--- src/rtl/branch_cond_unit_pkg.sv ---
// Shared definitions for the branch condition unit: branch types, flag bit
// positions and shadow FSM state encoding.
package branch_cond_unit_pkg;

  localparam int unsigned BR_TYPE_W = 3;
  localparam int unsigned FLAG_W    = 4;

  localparam logic [BR_TYPE_W-1:0] BR_JZ   = 3'd0;
  localparam logic [BR_TYPE_W-1:0] BR_JN   = 3'd1;
  localparam logic [BR_TYPE_W-1:0] BR_JC   = 3'd2;
  localparam logic [BR_TYPE_W-1:0] BR_JV   = 3'd3;
  localparam logic [BR_TYPE_W-1:0] BR_JMP  = 3'd4;
  localparam logic [BR_TYPE_W-1:0] BR_CALL = 3'd5;

  localparam int unsigned FLG_Z = 0;
  localparam int unsigned FLG_N = 1;
  localparam int unsigned FLG_C = 2;
  localparam int unsigned FLG_V = 3;

  typedef enum logic {
    ST_IDLE   = 1'b0,
    ST_IN_ISR = 1'b1
  } shadow_state_e;

endpackage

--- src/rtl/branch_cond_eval.sv ---
// Combinational branch condition decode: picks the tested flag for a branch
// type and reports which flag bit a taken conditional jump would clear.
module branch_cond_eval
  import branch_cond_unit_pkg::*;
(
  input  logic [BR_TYPE_W-1:0] br_type,
  input  logic [FLAG_W-1:0]    ccr_in,
  output logic                 cond,
  output logic [FLAG_W-1:0]    clr_mask
);

  always_comb begin
    cond     = 1'b0;
    clr_mask = '0;
    case (br_type)
      BR_JZ: begin
        cond            = ccr_in[FLG_Z];
        clr_mask[FLG_Z] = 1'b1;
      end
      BR_JN: begin
        cond            = ccr_in[FLG_N];
        clr_mask[FLG_N] = 1'b1;
      end
      BR_JC: begin
        cond            = ccr_in[FLG_C];
        clr_mask[FLG_C] = 1'b1;
      end
      BR_JV: begin
        cond            = ccr_in[FLG_V];
        clr_mask[FLG_V] = 1'b1;
      end
      BR_JMP, BR_CALL: cond = 1'b1;
      default: ;
    endcase
  end

endmodule

--- src/rtl/branch_cond_unit.sv ---
// Branch resolution and flag write-back unit. Define BRANCH_FLAG_CLR_EN to
// make taken conditional jumps clear the flag they tested.
module branch_cond_unit
  import branch_cond_unit_pkg::*;
#(
  parameter int unsigned ADDR_W = 8
) (
  input  logic                 clk,
  input  logic                 rst,
  input  logic [FLAG_W-1:0]    ccr_in,
  input  logic                 br_valid,
  input  logic [BR_TYPE_W-1:0] br_type,
  input  logic [ADDR_W-1:0]    br_target,
  input  logic                 stall,
  input  logic                 flush,
  input  logic                 int_save,
  input  logic                 rti_restore,
  output logic                 take_o,
  output logic [ADDR_W-1:0]    target_o,
  output logic                 ccr_wr_en,
  output logic [FLAG_W-1:0]    ccr_wr_data,
  output logic                 in_isr_o
);

  shadow_state_e     state, state_d;
  logic [FLAG_W-1:0] shadow, shadow_d;
  logic              take_d;
  logic [ADDR_W-1:0] target_d;
  logic              wr_en_d;
  logic [FLAG_W-1:0] wr_data_d;
  logic              in_isr_d;
  logic              cond;
  logic [FLAG_W-1:0] clr_mask;
  logic              taken;

  branch_cond_eval u_eval (
    .br_type  (br_type),
    .ccr_in   (ccr_in),
    .cond     (cond),
    .clr_mask (clr_mask)
  );

  assign taken = br_valid & ~stall & ~flush & cond;

`ifndef BRANCH_FLAG_CLR_EN
  logic unused_clr;
  assign unused_clr = ^clr_mask;
`endif

  // State and all registered outputs.
  always_ff @(posedge clk or posedge rst) begin
    if (rst) begin
      state       <= ST_IDLE;
      shadow      <= '0;
      take_o      <= 1'b0;
      target_o    <= '0;
      ccr_wr_en   <= 1'b0;
      ccr_wr_data <= '0;
      in_isr_o    <= 1'b0;
    end else begin
      state       <= state_d;
      shadow      <= shadow_d;
      take_o      <= take_d;
      target_o    <= target_d;
      ccr_wr_en   <= wr_en_d;
      ccr_wr_data <= wr_data_d;
      in_isr_o    <= in_isr_d;
    end
  end

  // Decision, flag clear and shadow FSM; a restore write is assigned last so
  // it overrides any clear in the same cycle.
  always_comb begin
    state_d   = state;
    shadow_d  = shadow;
    take_d    = 1'b0;
    target_d  = target_o;
    wr_en_d   = 1'b0;
    wr_data_d = '0;

    if (taken) begin
      take_d   = 1'b1;
      target_d = br_target;
    end

`ifdef BRANCH_FLAG_CLR_EN
    if (taken && (|clr_mask)) begin
      wr_en_d   = 1'b1;
      wr_data_d = ccr_in & ~clr_mask;
    end
`endif

    case (state)
      ST_IDLE: begin
        if (int_save) begin
          shadow_d = ccr_in;
          state_d  = ST_IN_ISR;
        end
      end
      ST_IN_ISR: begin
        if (rti_restore) begin
          wr_en_d   = 1'b1;
          wr_data_d = shadow;
          state_d   = ST_IDLE;
        end
      end
      default: state_d = ST_IDLE;
    endcase

    in_isr_d = (state_d == ST_IN_ISR);
  end

endmodule

--- config.mk ---
export PLATFORM = sky130hd
export DESIGN_NAME = branch_cond_unit
export DESIGN_NICKNAME = d
export VERILOG_FILES = /design/src/rtl/branch_cond_unit_pkg.sv /design/src/rtl/branch_cond_eval.sv /design/src/rtl/branch_cond_unit.sv
export SDC_FILE = /design/constraint.sdc
export NUM_CORES = 1
export LEC_CHECK = 0
export ABC_AREA = 1
export ABC_CLOCK_PERIOD_IN_PS = 1050
export BUFFER_PORTS_ARGS = -buffer_cell sky130_fd_sc_hd__buf_4
export CAP_MARGIN = 20
export CORE_MARGIN = 2
export CORE_UTILIZATION = 46
export CTS_BUF_LIST = sky130_fd_sc_hd__clkbuf_4
export DETAILED_ROUTE_END_ITERATION = 16
export GPL_ROUTABILITY_DRIVEN = 1
export PLACE_DENSITY_LB_ADDON = 0.1
export SLEW_MARGIN = 20
export SYNTH_ARGS = -nofsm -noshare
export SYNTH_HDL_FRONTEND = slang
export SYNTH_SLANG_ARGS = --single-unit
--- constraint.sdc ---
create_clock -name clk -period 1.05 [get_ports clk]
set_input_delay 0.1575 -clock clk [delete_from_list [all_inputs] [get_ports clk]]
set_output_delay 0.1575 -clock clk [all_outputs]
set_load 0.01 [all_outputs]
==> key figures <==
Drt
  – Initial DRC Count: 4
  – Vias: 654
  – Antenna-violating nets left: 0
  – Routed Wire Length: 1550 µm
  – Drt pass-1 iters: 4
  – # DRC: 0
  – Wire per inst: 11.2 µm
  – Vias/cell: 4.71

Synth
  – Synth cell types: 15
  – Mapped Area: 781 µm²
  – Share of the synthesized area in the top cell type: 0.609
  – Post-synthesis area per instance: 9.64 µm²
  – #FFs+latches synth: 19
  – Count leader, synth: nand2_1
  – Yosys Warn Count: 0
  – Area contributors post-synth: dfrtp_1 (61%), nand2_1 (11%), nand3_1 (5.1%)
  – Yosys top cell by area: dfrtp_1
  – Top_reg_cell synth: dfrtp_1
  – Post-synthesis sequential area ratio: 0.609
  – Syn Nets: 103
  – List of most frequent post-synthesis cells: nand2_1 (22), dfrtp_1 (19), inv_1 (9)
  – Syn Inst Count: 81
  – Asr flop ratio synth: 1.00
  – Post-synth EDFFs: 0

Cells and area
  – Area growth from synthesis to layout: 43.6%
  – Final nets: 146
  – Multi-input gate area: 260 µm²
  – Seq. cell area: 475 µm²
  – Filler cells: 128
  – Cell area after layout: 1120 µm²
  – ANT cells: 0
  – Layout cell share with drive strength beyond 1: 0.431

STA
  – Worst hold margin: 0.0662 ns
  – Worst-margin pin slew: 0.232 ns
  – Skew final: 0.000191 ns
  – Hold Vio Cnt, Final: 0
  – Slew Limit Fails: 0
  – Rel. slew slack: 0.845
  – Fin crit share: 0.964
  – Max Fclk: 988 MHz
  – RSZ-0062 raised after global routing: no
  – Final setup violation count: 0
  – Final worst path period need: 1.01 ns
  – TNS Setup: 0 ns

GRT
  – Vias in the first global route: 623
  – First-pass GRT wire length: 2650 µm
  – Total GRT Usage: 0.183
  – Total grt overflow: 0
  – Initial antenna violation count: 0
  – Largest net degree at the start of global routing: 20

CTS
  – Htree depth: 1
  – CTS max path bufs: 2
  – TritonCTS buffer count: 3
  – CTS tree: done
  – Root Buffer: clkbuf_4
  – Clk pin slew, worst setup/hold paths: 0.11 ns
  – CTS sink cnt: 19
  – Clk Latency, worst-skew pair: 0.28 ns

Pwr
  – Power per standard cell area: 1560 nW/µm²
  – Total power: 1.75 mW
  – Leakage power: 0.643 nW
  – Worst vdd rail ir drop: 0.814 mV

Die
  – Die Y-Extent: 45.2 µm
  – I/O pin count: 37
  – Initial core utilization: 0.506
  – Core ar.: 1540 µm²
  – Die width: 45.2 µm
  – Die footprint: 2040 µm²
  – Row count: 14

Worst setup path
  – Crit path required time: 0.89 ns
  – Worst Path Max Fanout: 2
  – CP max stage delay: 0.41 ns
  – Crit path capture type: primary output
  – Worst R2R Setup Slack: 0.17 ns
  – Critical path class: register to primary output
  – Critical-path top delay cell: dfrtp_1
  – Crit start category: register
  – WP data arrival: 0.85 ns
  – CP startpoint: target_o[6]
  – R2R Path Start: state
  – CP top delay family: flip-flops
  – Critical path buffers and inverters: 1
  – CP cell instances: buf_4

Placement
  – Post-DP HPWL: 1210 µm
  – Placed Area: 1080 µm²
  – Buffers on Ports: 36
  – Final RePlAce weighted congestion: 0.740

Outcome
  – Status: finished clean

Job
  – Max-cap violations: 0

Hold path
  – HP Start: rti_restore
  – Type of the worst min-delay path: input port to register
[registers in the layout, indices dropped and copies added, names as in the netlist]
| register | count |
|---|---|
| ccr_wr_en | 1 |
| state | 1 |
| shadow | 4 |
| take_o | 1 |
| target_o | 8 |
| ccr_wr_data | 4 |
[power by group]
part / internal (mW) / leakage [nW] / switching [mW]
combinational: 0.229 / 0.385 / 0.218
clock: 0.173 / 0.0184 / 0.210
sequential: 0.853 / 0.240 / 0.0652
[metal layers]
layer / up-vias / part of all wire / global-route usage
met1: 289 / 0.42 / 0.237
met3: 2 / 0.069 / 0.0280
met5: - / 0 / 0
met4: 0 / 0.012 / 0.0882
met2: 32 / 0.49 / 0.297
li1: 331 / - / -
[cells by family after synthesis]
kind of cell	after synthesis	share of synthesized area
AOI/OAI and AO/OA	5	0.0320
buffers and inverters	12	0.0609
DFF	19	0.609
and+or+nand+nor	45	0.298
[cell usage in the layout (no fill, tap or decap)]
| cell | n |
|---|---|
| a21oi_1 | 2 |
| buf_4 | 37 |
| clkbuf_4 | 4 |
| dfrtp_1 | 19 |
| dlygate4sd3_1 | 1 |
| inv_1 | 9 |
| inv_2 | 2 |
| inv_4 | 1 |
| nand2_1 | 21 |
| nand2_2 | 4 |
| nand2_4 | 1 |
| nand2_8 | 1 |
| nand3_1 | 8 |
| nand3_2 | 1 |
| nand3b_2 | 1 |
| nor2_1 | 7 |
| nor3b_2 | 1 |
| o21ai_0 | 3 |
[what timing repair did]
item | in CTS | in global routing
setup endpoints to repair | 0 | 4
buffers inserted | 0 | 0
hold endpoints to repair | 19 | 0
hold buffers | 1 | 0
gates resized for setup | 0 | 1
[through the flow]
| step | worst slack [ns] | util | instances |
|---|---|---|---|
| 4_1_cts | 0.0356 | 0.726 | 139 |
| 3_3_place_gp | 0.107 | 0.700 | 134 |
| 6_report | 0.0383 | 0.727 | 139 |
| 2_1_floorplan | 0.176 | - | 81 |
| 3_5_place_dp | 0.0504 | 0.700 | 134 |
| 5_1_grt | 0.00542 | 0.727 | 139 |
[final cells by class]
cell class / count / share of cell area
well taps: 16 / 0.0179
flip-flops and latches: 19 / 0.424
multi-input cells: 50 / 0.232
clock buffers: 4 / 0.0268
repair buffers: 38 / 0.257
inverters: 12 / 0.0424
[path summary, 6_finish.rpt]
kind,endpoint,depth (start not counted)
setup / recovery,target_o[6],1
hold / removal,state,2
setup reg to reg,shadow[0],4
hold reg to reg,target_o[0],2
max in group asynchronous,state,4
min in group asynchronous,target_o[2],4
Note: power is estimated with default switching activity, not from simulation.
